## config.mk

```make
export PLATFORM = sky130hd
export DESIGN_NAME = ctr_decryptor
export DESIGN_NICKNAME = d
export VERILOG_FILES = /design/src/rtl/ctr_decryptor_pkg.sv /design/src/rtl/ctr_decryptor_ks_fifo.sv /design/src/rtl/ctr_decryptor.sv
export SDC_FILE = /design/constraint.sdc
export NUM_CORES = 2
export LEC_CHECK = 0
export CAP_MARGIN = 20
export CORE_AREA = 3 3 458 460
export DETAILED_ROUTE_END_ITERATION = 16
export DIE_AREA = 0 0 461 463
export PLACE_DENSITY = 0.38
export SLEW_MARGIN = 20
export SYNTH_ARGS = -nofsm -noshare
export SYNTH_HDL_FRONTEND = slang
export SYNTH_SLANG_ARGS = --single-unit
```

## constraint.sdc

```tcl
create_clock -name clk -period 5.8 [get_ports clk]
set_input_delay 1.74 -clock clk [delete_from_list [all_inputs] [get_ports clk]]
set_output_delay 1.74 -clock clk [all_outputs]
set_load 0.02 [all_outputs]
```

## src/rtl/ctr_decryptor_pkg.sv

```systemverilog
// Shared types, FSM encoding and counter increment for the AES-256-CTR decrypt path.
// CTR_DECRYPTOR_CNT32_EN: when defined only ctr[31:0] increments, upper 96 bits hold.
package aes_ctr_pkg;

  typedef logic [127:0] block_t;
  typedef logic [255:0] key_t;

  typedef enum logic [1:0] {
    ST_IDLE,
    ST_RUN,
    ST_DRAIN,
    ST_DONE
  } state_t;

  function automatic block_t ctr_inc(input block_t c);
    block_t r;
    r = c;
`ifdef CTR_DECRYPTOR_CNT32_EN
    r[31:0] = c[31:0] + 32'd1;
`else
    r = c + 128'd1;
`endif
    return r;
  endfunction

endpackage

```

## src/rtl/ctr_decryptor_ks_fifo.sv

```systemverilog
// Keystream FIFO of block_t with synchronous flush; head visible combinationally.
// Zero-latency head; no backpressure of its own, caller never pushes when full or pops when empty.
module ks_fifo
  import aes_ctr_pkg::*;
#(
  parameter int DEPTH = 4,
  localparam int AW = $clog2(DEPTH),
  localparam int CW = AW + 1
) (
  input  logic          i_clk,
  input  logic          i_rst_n,
  input  logic          i_flush,
  input  logic          i_push,
  input  block_t        i_push_dat,
  input  logic          i_pop,
  output block_t        o_head_dat,
  output logic [CW-1:0] o_count,
  output logic          o_empty
);

  block_t        r_mem [DEPTH];
  logic [AW-1:0] r_wr_ptr;
  logic [AW-1:0] r_rd_ptr;
  logic [CW-1:0] r_count;

  always_ff @(posedge i_clk or negedge i_rst_n) begin
    if (!i_rst_n) begin
      r_wr_ptr <= '0;
      r_rd_ptr <= '0;
      r_count  <= '0;
    end else if (i_flush) begin
      r_wr_ptr <= '0;
      r_rd_ptr <= '0;
      r_count  <= '0;
    end else begin
      if (i_push) r_wr_ptr <= r_wr_ptr + 1'b1;
      if (i_pop)  r_rd_ptr <= r_rd_ptr + 1'b1;
      case ({i_push, i_pop})
        2'b10:   r_count <= r_count + 1'b1;
        2'b01:   r_count <= r_count - 1'b1;
        default: r_count <= r_count;
      endcase
    end
  end

  always_ff @(posedge i_clk) begin
    if (i_push && !i_flush) r_mem[r_wr_ptr] <= i_push_dat;
  end

  assign o_head_dat = r_mem[r_rd_ptr];
  assign o_count    = r_count;
  assign o_empty    = (r_count == '0);

endmodule

```

## src/rtl/ctr_decryptor.sv

```systemverilog
// Streaming AES-256-CTR decryptor: pt = ct ^ AES(ctr), 1-cycle registered ct->pt, stalls ct when keystream is empty or pt is held.
// AES requests are credit-limited to KS_DEPTH; CTR_DECRYPTOR_CNT32_EN selects a 32-bit counter field.
module ctr_decryptor
  import aes_ctr_pkg::*;
#(
  parameter int KS_DEPTH = 4
) (
  input  logic         clk,
  input  logic         rst,
  input  logic         start,
  input  logic [255:0] key,
  input  logic [127:0] iv,
  output logic         busy,
  output logic         done,
  input  logic         ct_valid,
  output logic         ct_ready,
  input  logic [127:0] ct_data,
  input  logic         ct_last,
  output logic         pt_valid,
  input  logic         pt_ready,
  output logic [127:0] pt_data,
  output logic         pt_last,
  output logic         aes_req_valid,
  input  logic         aes_req_ready,
  output logic [127:0] aes_req_block,
  output logic [255:0] aes_key,
  input  logic         aes_resp_valid,
  input  logic [127:0] aes_resp_data
);

  localparam int CW = $clog2(KS_DEPTH) + 1;
  localparam logic [CW:0] DEPTH_L = (CW + 1)'(KS_DEPTH);

  state_t        r_state;
  state_t        w_state_nxt;
  key_t          r_key;
  block_t        r_ctr;
  logic [CW-1:0] r_outstanding;
  logic          r_pt_valid;
  logic          r_pt_last;
  block_t        r_pt_data;

  block_t        w_ks_head;
  logic [CW-1:0] w_fifo_count;
  logic          w_fifo_empty;
  logic [CW:0]   w_credit_used;
  logic          w_start;
  logic          w_req_hs;
  logic          w_ct_hs;
  logic          w_pt_hs;
  logic          w_resp_live;
  logic          w_fifo_push;
  logic          w_fifo_flush;

  assign w_start       = (r_state == ST_IDLE) && start;
  assign w_req_hs      = aes_req_valid && aes_req_ready;
  assign w_ct_hs       = ct_valid && ct_ready;
  assign w_pt_hs       = r_pt_valid && pt_ready;
  // Stray responses seen in IDLE/DONE (e.g. after a mid-message reset) must not touch the credit count.
  assign w_resp_live   = aes_resp_valid && ((r_state == ST_RUN) || (r_state == ST_DRAIN));
  assign w_fifo_push   = aes_resp_valid && (r_state == ST_RUN);
  assign w_fifo_flush  = w_start || (r_state == ST_DRAIN);
  assign w_credit_used = {1'b0, r_outstanding} + {1'b0, w_fifo_count};

  ks_fifo #(.DEPTH(KS_DEPTH)) u_ks_fifo (
    .i_clk      (clk),
    .i_rst_n    (rst),
    .i_flush    (w_fifo_flush),
    .i_push     (w_fifo_push),
    .i_push_dat (aes_resp_data),
    .i_pop      (w_ct_hs),
    .o_head_dat (w_ks_head),
    .o_count    (w_fifo_count),
    .o_empty    (w_fifo_empty)
  );

  always_ff @(posedge clk or negedge rst) begin
    if (!rst) r_state <= ST_IDLE;
    else      r_state <= w_state_nxt;
  end

  always_comb begin
    w_state_nxt = r_state;
    case (r_state)
      ST_IDLE:  if (start) w_state_nxt = ST_RUN;
      ST_RUN:   if (w_ct_hs && ct_last) w_state_nxt = ST_DRAIN;
      ST_DRAIN: if ((r_outstanding == '0) && !r_pt_valid) w_state_nxt = ST_DONE;
      ST_DONE:  w_state_nxt = ST_IDLE;
      default:  w_state_nxt = ST_IDLE;
    endcase
  end

  always_comb begin
    busy          = (r_state != ST_IDLE);
    done          = (r_state == ST_DONE);
    aes_req_valid = (r_state == ST_RUN) && (w_credit_used < DEPTH_L);
    ct_ready      = (r_state == ST_RUN) && !w_fifo_empty && (!r_pt_valid || pt_ready);
  end

  always_ff @(posedge clk or negedge rst) begin
    if (!rst) begin
      r_key <= '0;
      r_ctr <= '0;
    end else if (w_start) begin
      r_key <= key;
      r_ctr <= iv;
    end else if (w_req_hs) begin
      r_ctr <= ctr_inc(r_ctr);
    end
  end

  always_ff @(posedge clk or negedge rst) begin
    if (!rst) begin
      r_outstanding <= '0;
    end else if (w_start) begin
      r_outstanding <= '0;
    end else begin
      case ({w_req_hs, w_resp_live})
        2'b10:   r_outstanding <= r_outstanding + 1'b1;
        2'b01:   r_outstanding <= r_outstanding - 1'b1;
        default: r_outstanding <= r_outstanding;
      endcase
    end
  end

  always_ff @(posedge clk or negedge rst) begin
    if (!rst) begin
      r_pt_valid <= 1'b0;
      r_pt_last  <= 1'b0;
      r_pt_data  <= '0;
    end else if (w_ct_hs) begin
      r_pt_valid <= 1'b1;
      r_pt_last  <= ct_last;
      r_pt_data  <= ct_data ^ w_ks_head;
    end else if (w_pt_hs) begin
      r_pt_valid <= 1'b0;
    end
  end

  assign pt_valid      = r_pt_valid;
  assign pt_last       = r_pt_last;
  assign pt_data       = r_pt_data;
  assign aes_req_block = r_ctr;
  assign aes_key       = r_key;

endmodule
```

==> results.md <==
* GPL Wtd Cong at 0.9026
* Iter 0 DRT Violations at 2,302
* Crit Path Class: in -> out
* Port-buffer cells at 1,165
* Critical Path Max Stage Delay at 0.64 ns
* Vias in the first global route at 31,987
* TritonCTS clock tree: done
* HP Start: aes_key[25]
* Min cycle time layout at 4.977 ns
* Primary FF master, synth: dfrtp_1
* Share of post-route cells with drive strength above 1 at 8.700%
* Rel. slew slack at 17.10%
* CTS clk-pin slew, worst paths at 0.06 ns
* Final setup fails at 0
* Syn_area_per_cell at 12.62 sq um
* Asr flop ratio synth at 50.67%
* Worst-margin pin slew at 1.243 ns
* Setup ws final at 0.8229 ns
* Leak pwr at 0.02293 uW
* Synth cell types at 50
* Initial antenna violation count at 66
* Worst Path Arrival at 3.24 ns
* Initial core utilization at 20.50%
* Worst r2r src: aes_req_block[40]
* Area growth from synthesis to layout at 46.12%
* Fill count at 21,225
* Post-cts gate resize count at 0
* Clock buffer depth at 3
* First-pass GRT wire length at 258.0 mm
* Maxcap violations at 0
* Hold Slack at 0.4705 ns
* Vias post-DR at 31,156
* CP dominant cell by count: clkdlybuf4s50_1
* Tcrit/Tclk final at 85.81%
* Largest net degree at the start of global routing at 213
* Worst hold path type: reg -> reg
* ANT nets after route at 0
* # DRC at 0
* CTS Buf Count at 133
* Clock latency at the later pin of the worst-skew pair at 0.75 ns
* Multi-input gate area at 0.01309 sq mm
* Width of the die at 461 um
* Unrepaired setup endpoints after global routing: false
* CP Launch Type: input port
* Sink Count at 1,038
* Row Count at 167
* Die span in y at 463 um
* DPL Wire Length at 141.1 mm
* Commonest non-fill, non-tap cells in the layout: clkdlybuf4s50_1, nand2_1, dfrtp_1
* Peak supply drop at 0.2633 mV
* Final instance area at 0.06183 sq mm
* Ys Warns at 0
* Mapped cell area at 0.04232 sq mm
* Post-CTS Hold Fix Bufs at 0
* H-Tree Depth at 4
* Final Hold Fails at 0
* Critical Path RT at 4.06 ns
* Final net count at 5,213
* WL per Instance at 25.18 um
* Final core utilization at 29.95%
* Post-Synthesis Cells at 3,352
* Status: complete, no violations
* CP max-delay cell: clkdlybuf4s50_1
* Seq. cell area at 0.02854 sq mm
* CTS root buffer: clkbuf_16
* Delay-heaviest family, CP: buffers and inverters
* Placed cell areas at 0.05743 sq mm
* CP max FO at 2
* Crit-path cells: clkdlybuf4s50_1, nand2b_1, o311a_1, clkdlybuf4s50_1
* Max Freq at 0.2009 GHz
* Post-synth EDFFs at 512
* Setup Skew at 0.03932 ns
* IO Pins at 1,166
* Total Routing Usage GR at 16.92%
* Die ar. at 0.2134 sq mm
* Syn Nets at 4,015
* TNS Setup at 0 ns
* Pwr dens at 509.9 mW/mm^2
* Crit path buf inv count at 2
* Critical Path End Type: output pin
* Final Routed Wirelength at 185.8 mm
* R2R Setup Slk at 1.97 ns
* First-pass detailed-route iteration total at 5
* Worst Setup SP: pt_ready
* Commonest non-fill, non-tap cell in the layout: clkdlybuf4s50_1
* Place WS at 0.8404 ns
* GRT overflow at 0
* #FFs+latches synth at 1,038
* Sequential share of the synthesized area at 67.44%
* Post-CTS Setup Bufs at 0
* Max-slew violations at 0
* Via/cell ratio at 4.222
* Placeable Area at 0.2064 sq mm
[through the flow]
step / total power (uW) / instances
global placement: 23570 / 7119
detailed placement: 23620 / 7119
CTS: 32080 / 7359
floorplan: 16850 / 3352
finish: 31530 / 7380
global route: 33310 / 7367
[worst min-delay path, stage by stage (launching register included)]
cell and delay (ns):
dfrtp_1 0.34, nand2_1 0.05, nand2_1 0.05
[routing by layer]
| metal | up-vias | part of all wire (%) | global-route usage, % |
|---|---|---|---|
| li1 | 14203 | - | - |
| met2 | 1178 | 46 | 26.98 |
| met4 | 42 | 3.8 | 6.165 |
| met3 | 342 | 9.0 | 6.309 |
| met5 | - | 0.13 | 0 |
| met1 | 15391 | 41 | 20.82 |
[path summary, 6_finish.rpt]
| path | end | depth (start not counted) |
|---|---|---|
| max | ct_ready | 4 |
| min | aes_key[25] | 2 |
| max in group asynchronous | aes_key[230] | 2 |
| max reg2reg | aes_req_block[100] | 6 |
| min reg2reg | aes_key[25] | 2 |
| min in group asynchronous | pt_data[17] | 1 |
[area by class of cell]
class	instances	area share, %
inverters	25	0.1518
repair buffers	1220	19.92
multi-input cells	2132	21.17
diodes	21	0.08499
clock buffers	189	6.168
flip-flops and latches	1038	46.16
clock inverters	51	0.8701
well taps	2704	5.471
[cell usage after synthesis (all sizes together), types with 31 or more instances]
cell / n / area share, %
dfrtp: 526 / 31
xnor2: 221 / 4.6
buf: 31 / 0.36
nand4: 76 / 1.2
nand2: 1055 / 9.4
nor2: 89 / 0.79
nor3: 53 / 0.69
clkbuf: 126 / 1.1
mux4: 128 / 6.8
edfxtp: 512 / 36
nand3: 56 / 0.66
o21ai: 228 / 2.7
nor4: 64 / 1.1
[state kept, by name, indices dropped and copies added (netlist names)]
| signal | cells |
|---|---|
| r_outstanding | 3 |
| aes_req_block | 128 |
| pt_valid | 1 |
| u_ks_fifo.r_mem | 512 |
| u_ks_fifo.o_count | 3 |
| pt_data | 128 |
| u_ks_fifo.r_wr_ptr | 2 |
| u_ks_fifo.r_rd_ptr | 2 |
| r_state | 2 |
| aes_key | 256 |
| pt_last | 1 |
[where the power goes]
part | switching [uW] | total (uW) | internal [uW] | leakage, uW
Clock | 3380 | 8210 | 4830 | 0.00212
Combinational | 6710 | 11900 | 5150 | 0.00968
Sequential | 1760 | 11500 | 9690 | 0.0111
[cell families after synthesis]
group | synth area share (%)
AO/OA/AOI/OAI | 3.385
XOR/XNOR | 5.133
adder cells (fa/ha/maj) | 0.4790
buffers and inverters | 1.703
flip-flops | 67.44
multiplexers | 6.886
AND/OR/NAND/NOR | 14.98
(Power assumes the default switching activity.)
